**config.mk**
```make
export PLATFORM = sky130hd
export DESIGN_NAME = pipe_skid_stage
export DESIGN_NICKNAME = d
export VERILOG_FILES = /design/src/rtl/pipe_skid_stage_pkg.sv /design/src/rtl/pipe_payload_reg.sv /design/src/rtl/pipe_skid_stage.sv
export SDC_FILE = /design/constraint.sdc
export NUM_CORES = 1
export LEC_CHECK = 0
export CAP_MARGIN = 20
export CORE_ASPECT_RATIO = 0.7
export CORE_MARGIN = 2
export CORE_UTILIZATION = 30
export DETAILED_ROUTE_END_ITERATION = 16
export GPL_ROUTABILITY_DRIVEN = 0
export PLACE_DENSITY = 0.52
export SLEW_MARGIN = 5
export SYNTH_ARGS = -nofsm -noshare
export SYNTH_HDL_FRONTEND = slang
export SYNTH_HIERARCHICAL = 1
export SYNTH_SLANG_ARGS = --single-unit
```
**constraint.sdc**
```tcl
create_clock -name CLK -period 2.3 [get_ports CLK]
set_input_delay 0.345 -clock CLK [delete_from_list [all_inputs] [get_ports CLK]]
set_output_delay 0.345 -clock CLK [all_outputs]
set_load 0.1 [all_outputs]
```
**src/rtl/pipe_skid_stage_pkg.sv**
```systemverilog
// Purpose: shared occupancy/state encodings for the elastic pipeline stage.
// Latency: n/a (types and helpers only).
// Backpressure: n/a; accepts() defines when a stage may take a new entry.
package pipe_skid_stage_pkg;

  // The state value is also the number of entries held, so it drives
  // the occupancy port directly.
  typedef enum logic [1:0] {
    ST_EMPTY = 2'd0,
    ST_ONE   = 2'd1,
    ST_FULL  = 2'd2
  } occ_state_e;

  localparam int DEF_DATA_W = 32;
  localparam int DEF_CTRL_W = 8;

  // A stage can take a new entry unless both main and skid are occupied.
  function automatic logic accepts(input occ_state_e st);
    return st != ST_FULL;
  endfunction

endpackage

```
**src/rtl/pipe_payload_reg.sv**
```systemverilog
// Purpose: enable-loaded {ctrl,data} holding register, used as main and skid slot.
// Latency: 1 cycle from ld to q.
// Backpressure: none; the parent decides when to load.
// Ports: CLK/RST_N clock and async active-low clear; ld loads d_ctrl/d_data;
//        clr_ctrl zeroes only the ctrl field (data keeps its value); q_* outputs.
module pipe_payload_reg
  import pipe_skid_stage_pkg::*;
#(
  parameter int CTRL_W = DEF_CTRL_W,
  parameter int DATA_W = DEF_DATA_W
) (
  input  logic              CLK,
  input  logic              RST_N,
  input  logic              ld,
  input  logic              clr_ctrl,
  input  logic [CTRL_W-1:0] d_ctrl,
  input  logic [DATA_W-1:0] d_data,
  output logic [CTRL_W-1:0] q_ctrl,
  output logic [DATA_W-1:0] q_data
);

  always_ff @(posedge CLK or negedge RST_N) begin
    if (!RST_N) begin
      q_ctrl <= '0;
      q_data <= '0;
    end else begin
      // clr_ctrl and ld are never asserted together by the parent; clear wins.
      if (clr_ctrl)
        q_ctrl <= '0;
      else if (ld)
        q_ctrl <= d_ctrl;
      if (ld)
        q_data <= d_data;
    end
  end

endmodule

```
**src/rtl/pipe_skid_stage.sv**
```systemverilog
// Purpose: elastic pipeline-stage register with a 2-entry skid buffer and flush.
// Latency: 1 cycle in->out; 1 entry/cycle sustained with out_ready high.
// Backpressure: in_ready is a pure register decode (low only when FULL), so
//               out_ready never reaches in_ready combinationally.
// Ports: CLK, RST_N (async active-low); in_valid/in_ready/in_ctrl/in_data upstream;
//        flush kills held and incoming entries; out_valid/out_ready/out_ctrl/out_data
//        downstream; occupancy = entries held (0..2).
module pipe_skid_stage
  import pipe_skid_stage_pkg::*;
#(
  parameter int DATA_W           = DEF_DATA_W,
  parameter int CTRL_W           = DEF_CTRL_W,
  parameter bit ZERO_CTRL_BUBBLE = 1'b1
) (
  input  logic              CLK,
  input  logic              RST_N,
  input  logic              in_valid,
  output logic              in_ready,
  input  logic [CTRL_W-1:0] in_ctrl,
  input  logic [DATA_W-1:0] in_data,
  input  logic              flush,
  output logic              out_valid,
  input  logic              out_ready,
  output logic [CTRL_W-1:0] out_ctrl,
  output logic [DATA_W-1:0] out_data,
  output logic [1:0]        occupancy
);

  occ_state_e        state_q;
  occ_state_e        state_d;
  logic              in_xfer;
  logic              out_xfer;
  logic              main_ld;
  logic              main_from_skid;
  logic              main_clr_ctrl;
  logic              skid_ld;
  logic [CTRL_W-1:0] main_d_ctrl;
  logic [DATA_W-1:0] main_d_data;
  logic [CTRL_W-1:0] skid_q_ctrl;
  logic [DATA_W-1:0] skid_q_data;

  // Validity of main and skid lives entirely in state_q; the payload
  // registers carry no valid bits of their own.
  assign in_ready  = accepts(state_q);
  assign out_valid = (state_q != ST_EMPTY);
  assign occupancy = state_q;

  assign in_xfer  = in_valid & in_ready;
  assign out_xfer = out_valid & out_ready;

  // State register
  always_ff @(posedge CLK or negedge RST_N) begin
    if (!RST_N)
      state_q <= ST_EMPTY;
    else
      state_q <= state_d;
  end

  // Next-state decode; flush overrides every transfer
  always_comb begin
    state_d = state_q;
    if (flush) begin
      state_d = ST_EMPTY;
    end else begin
      case (state_q)
        ST_EMPTY: if (in_xfer) state_d = ST_ONE;
        ST_ONE: begin
          if (in_xfer && !out_xfer)
            state_d = ST_FULL;
          else if (!in_xfer && out_xfer)
            state_d = ST_EMPTY;
        end
        ST_FULL:  if (out_xfer) state_d = ST_ONE;
        default:  state_d = ST_EMPTY;
      endcase
    end
  end

  // Datapath controls
  always_comb begin
    main_ld        = 1'b0;
    main_from_skid = 1'b0;
    skid_ld        = 1'b0;
    if (!flush) begin
      case (state_q)
        ST_EMPTY: main_ld = in_xfer;
        ST_ONE: begin
          main_ld = in_xfer & out_xfer;
          skid_ld = in_xfer & ~out_xfer;
        end
        ST_FULL: begin
          main_ld        = out_xfer;
          main_from_skid = 1'b1;
        end
        default: ;
      endcase
    end
    // Zeroing ctrl on entry to EMPTY makes a bubble look like a NOP downstream.
    main_clr_ctrl = ZERO_CTRL_BUBBLE && (state_d == ST_EMPTY);
  end

  assign main_d_ctrl = main_from_skid ? skid_q_ctrl : in_ctrl;
  assign main_d_data = main_from_skid ? skid_q_data : in_data;

  pipe_payload_reg #(
    .CTRL_W(CTRL_W),
    .DATA_W(DATA_W)
  ) u_main (
    .CLK      (CLK),
    .RST_N    (RST_N),
    .ld       (main_ld),
    .clr_ctrl (main_clr_ctrl),
    .d_ctrl   (main_d_ctrl),
    .d_data   (main_d_data),
    .q_ctrl   (out_ctrl),
    .q_data   (out_data)
  );

  // Skid contents are stale once state leaves FULL; they are never read then.
  pipe_payload_reg #(
    .CTRL_W(CTRL_W),
    .DATA_W(DATA_W)
  ) u_skid (
    .CLK      (CLK),
    .RST_N    (RST_N),
    .ld       (skid_ld),
    .clr_ctrl (1'b0),
    .d_ctrl   (in_ctrl),
    .d_data   (in_data),
    .q_ctrl   (skid_q_ctrl),
    .q_data   (skid_q_data)
  );

endmodule

```
; Yosys cells after proc, flatten, opt, wreduce, memory -nomap -nowiden
; Cells that the tools add are included.
[word_totals]
regBits = 82
in_bits = 45
output_inout_bits = 44
word_cells = 37
[op_classes]
n_eq_ne = 3
muxes = 16
n_bitwise = 5
reduce_logical = 8
[op_table]
columns = operator, n
row1 = $mux W32, 1
row2 = $mux W8, 3
row3 = $mux W2, 5
row4 = $pmux W2 S3, 1
row5 = $mux W1, 5
row6 = $and A1 B1 Y1, 4
row7 = $logic_not A2 Y1, 2
row8 = $reduce_bool A2 Y1, 2
row9 = $pmux W1 S3, 1
row10 = $eq A2 B1 Y1 const B, 1
row11 = $eq A2 B2 Y1 const B, 1
row12 = $logic_and A1 B1 Y1, 2
row13 = $logic_not A1 Y1, 2
row14 = $ne A2 B2 Y1 const B, 1
row15 = $not A1 Y1, 1

; Longest topological paths before layout
[depth]
depth_word = 10
ltp_mapped = 7
ltp_nobuf = 5

; Hierarchy
; Netlist, hierarchy kept.
[modules_own_cells]
columns = module, instances, cells_per_inst, area_each_um2, seq_area_each_um2
row1 = pipe_payload_reg, 2, 94, 1651.6, 1001.0
row2 = pipe_skid_stage, 1, 65, 675.6, 50.0

; Least setup slack after synthesis
; OpenSTA, ideal clock, no wires.
[synth_timing]
path_type = register to register
startpoint = register state_q[1], in the netlist occupancy[1]
endpoint = register u_main.q_data[0]
setup_ns = 0.126
t_arrival_ns = 2.381
t_required_ns = 2.174
setup_slack_ns = -0.207
path_stages_with_launch = 6
n_path_buf = 1
synth_period_minus_slack_ns = 2.507
path_cell_list = dfrtp_1 nand2b_4 nor2_8 buf_6 mux2_2 mux2_4
[synth_via]
elab_chain_cells = 5
elab_cells_between_ends = 13
classes_between = eq/ne (3) / mux (5) / bitwise (3) / reduce/logical (2)
[synth_lines]
columns = element, line
row1 = from (decl), pipe_skid_stage.sv:29  ; occ_state_e state_q;
row2 = from (signal assigned), pipe_skid_stage.sv:56  ; state_q <= state_d;
row3 = $ne A2 B2 Y1 (*), pipe_skid_stage_pkg.sv:19  ; return st != ST_FULL;
row4 = net in_ready, pipe_skid_stage.sv:18  ; output logic in_ready,
row5 = $and A1 B1 Y1 (*), pipe_skid_stage.sv:48  ; assign in_xfer = in_valid & in_ready;
row6 = $and A1 B1 Y1, pipe_skid_stage.sv:88  ; main_ld = in_xfer & out_xfer;
row7 = $pmux W1 S3 (*), pipe_skid_stage.sv:85  ; case (state_q)
row8 = $mux W1 (*), pipe_skid_stage.sv:84  ; if (!flush) begin
row9 = to (signal assigned), pipe_payload_reg.sv:33  ; q_data <= d_data;
row10 = to (decl), pipe_payload_reg.sv:19  ; output logic [DATA_W-1:0] q_data
; Mark *: on every way through the listed nets, which the timed path passes. The rest lies on a longest branch.
; A chain may end at the register's enable or synchronous reset.

; Worst setup path after layout
[layout_timing]
startpoint = register state_q[1], in the netlist occupancy[1]
endpoint = register u_main.q_data[12]
[layout_via]
elab_chain_cells = 5
elab_cells_between_ends = 13
classes_between = eq/ne (3) / mux (5) / bitwise (3) / reduce/logical (2)
[layout_lines]
columns = element, line
row1 = $ne A2 B2 Y1 or $reduce_bool A2 Y1 (tied branches), "pipe_skid_stage_pkg.sv:19, pipe_skid_stage.sv:45"
row2 = "$and A1 B1 Y1, on equally long branches", "pipe_skid_stage.sv:48, pipe_skid_stage.sv:49"
row3 = $and A1 B1 Y1, pipe_skid_stage.sv:88
row4 = $pmux W1 S3 (*), pipe_skid_stage.sv:85
row5 = $mux W1 (*), pipe_skid_stage.sv:84
row6 = net main_ld, pipe_skid_stage.sv:33  ; logic main_ld;
; Marked as above.

==> flow_metrics.tcl <==
set metrics [dict create \
    outcome "finished, violations left" \
    violations "hold timing" \
    met1_usage_pct 19.6 \
    grt_usage_pct 12.9 \
    place_inst 498 \
    finalPower_w 0.00533 \
    final_cell_area_um2 5260 \
    async_reset_ff_share_pct 100 \
    vdd_drop_max_uv 413 \
    yosys.cell_types.count 21 \
    ys_seq_area_share_pct 51.6 \
    io_buffers 88 \
    syn_inst 253 \
    busiest_layer "met1" \
    grt_pass1_wl_mm 13.9 \
    ys_warn_count 6 \
    synth_area_leader_cell "dfrtp_1" \
    die-area_um2 14200 \
    final_nets 388 \
    cts.sinks 82 \
    yosysMostFrequentCell "dfrtp_1" \
    gr-usage-met2_pct 17.1 \
    r2r-start "occupancy[1]" \
    synth_top_area_share_pct 51.6 \
    drive_above_1_share_pct 51.1 \
    maxSlewHeadroom_pct 60.5 \
    num_vias 2307 \
    final_cells 514 \
    holdWs_ps -1.93 \
    grt.overflow.total 0 \
    die_x_um 142 \
    cts_tree "built" \
    clkTransAtPathRegs_ps 60 \
    setup_viol 0 \
    fin_crit_sh_pct 78.3 \
    rows 35 \
    max_freq_mhz 555 \
    core_area_um2 13100 \
    dpl_cell_area_um2 4940 \
    synth_edf_count 0 \
    cts_buffer_depth 2 \
    htree_levels 3 \
    cp_slowest_stage_delay_ps 460 \
    skew_ps 6.77 \
    grt_pass1_vias 2507 \
    wl_per_cell_um 16.4 \
    start_util_pct 30.5 \
    fp.dieH_um 100 \
    cap_violations 0 \
    cp_max_fo 22 \
    grt_max_degree 44 \
    dr.pass1.iters 4 \
    numCtsBuffers 9 \
    cp-startpoint "occupancy[1]" \
    critPathSlowestCell "dfrtp_2" \
    cp.required_ps 2520 \
    met3_usage_pct 4.58 \
    final_antenna_net_count 0 \
    io_pins 89 \
    critPathKind "register to register" \
    drc_errors 0 \
    drt-initial-drc-count 82 \
    diodes 0 \
    hold_viol_final 1 \
    hp-class "input pin to asynchronous set/reset pin" \
    cp_data_arrival_time_ps 2020 \
    path_cells "nand2b_1 -> a21o_1 -> a21oi_4 -> buf_12 -> mux2_4" \
    postCtsHoldBufs 0 \
    syn_area_um2 3980 \
    p_leak_nw 2.35 \
    fill_cells 1219 \
    cts-root-buf "clkbuf_16" \
    clk_latency_ps 340 \
    ys_ff_latch 82 \
    ctsResizeCount 0 \
    synth-main-ff-cell "dfrtp_1" \
    synth.cells.most_frequent "dfrtp_1, mux2_4, mux2_2" \
    final-max-slew-violation-count 0 \
    viasPerCell 4.49 \
    p_per_area_nw_per_um2 1010 \
    fin_tns_setup_ps 0 \
    rsz0062_at_grt "false" \
    max_slew.worst_pin.slew_ps 592 \
    syn_avg_cell_area_um2 15.7 \
    antenna_found_initial 0 \
    synthTopCellsByArea "dfrtp_1, mux2_4, mux2_2" \
    synth_nets 298 \
    syn_to_final_growth_pct 32.1 \
    place_hpwl_mm 5.50 \
    reg2reg_setup_slack_ps 500 \
    post_cts_buffers 0 \
    route.final.wire_length_mm 8.45 \
    min_period_ps 1800 \
    start_kind "register" \
    endpoint_kind "register" \
]
[placed cells by master, fill, tap and decap left out]
cell,instances
nand2b_4,1
clkinv_2,2
nor2_8,1
a211oi_1,1
nor3_2,1
mux2_2,40
clkbuf_8,1
or2_2,1
a21o_1,3
clkbuf_16,9
a21oi_4,1
nand2_1,3
dfrtp_1,80
inv_1,1
conb_1,1
or3_1,1
nor2b_1,1
clkdlybuf4s50_1,43
nor2_1,16
clkinvlp_4,1
a31oi_1,1
mux2i_1,16
clkbuf_1,1
nand2b_1,2
buf_12,6
dfrtp_2,2
bufinv_16,2
mux2_4,64
buf_4,46
[stage by stage]
stage	hold slack (ps)	setup WS [ps]	util, %
floorplan	49.4	180	-
global placement	384	195	37.8
detailed placement	393	179	37.8
CTS	30.6	495	40.3
global route	44.3	423	40.3
finish	-1.93	498	40.3
[layer usage]
metal | vias up | part of all wire, %
met2 | 75 | 39
met5 | - | 0
li1 | 1076 | -
met1 | 1147 | 55
met3 | 9 | 5.9
met4 | 0 | 0.95
[flip-flops by register name (all words and copies together), names as in the netlist]
signal         cells
occupancy          2
u_main/q_ctrl      8
u_main/q_data     32
u_skid/q_ctrl      8
u_skid/q_data     32
[area by class of cell]
class	instances	area, µm²	area share (%)
timing repair buffer	95	896	17.0
inverter	1	3.75	0.0714
tap	166	208	3.95
clock inverter	5	77.6	1.48
sequential	82	2050	39.1
clock buffer	11	243	4.62
multi-input combinational	154	1770	33.8
[kinds of logic after synthesis]
logic type / Yosys count / share of synthesized area [%]
muxes: 120 / 39.5
other: 1 / 0.0942
and+or+nand+nor: 27 / 3.55
DFF: 82 / 51.6
AOI/OAI and AO/OA: 6 / 1.04
buffers and inverters: 17 / 4.25
[final timing paths]
kind | end | depth (start not counted)
hold reg to reg | u_skid/q_data[28] | 1
min in group CLK | u_skid/q_data[28] | 1
hold / removal | u_skid/q_data[25] | 1
setup reg to reg | u_main/q_data[12] | 5
setup / recovery | u_main/q_data[12] | 5
max in group asynchronous | u_skid/q_data[6] | 2
[power by group]
part / switching [W] / internal [W] / total [W]
registers: 0.000165 / 0.00173 / 0.00190
logic: 0.00120 / 0.000671 / 0.00187
clock network: 0.000579 / 0.000977 / 0.00156
[critical path: cells and delay by family, from the launching register on]
family,cells,cell delay (ps)
compound gates,2,460
mux,1,320
flops,1,460
simple gates,1,190
buf+inv,1,250
No activity file was read; power rests on OpenSTA's default activity.
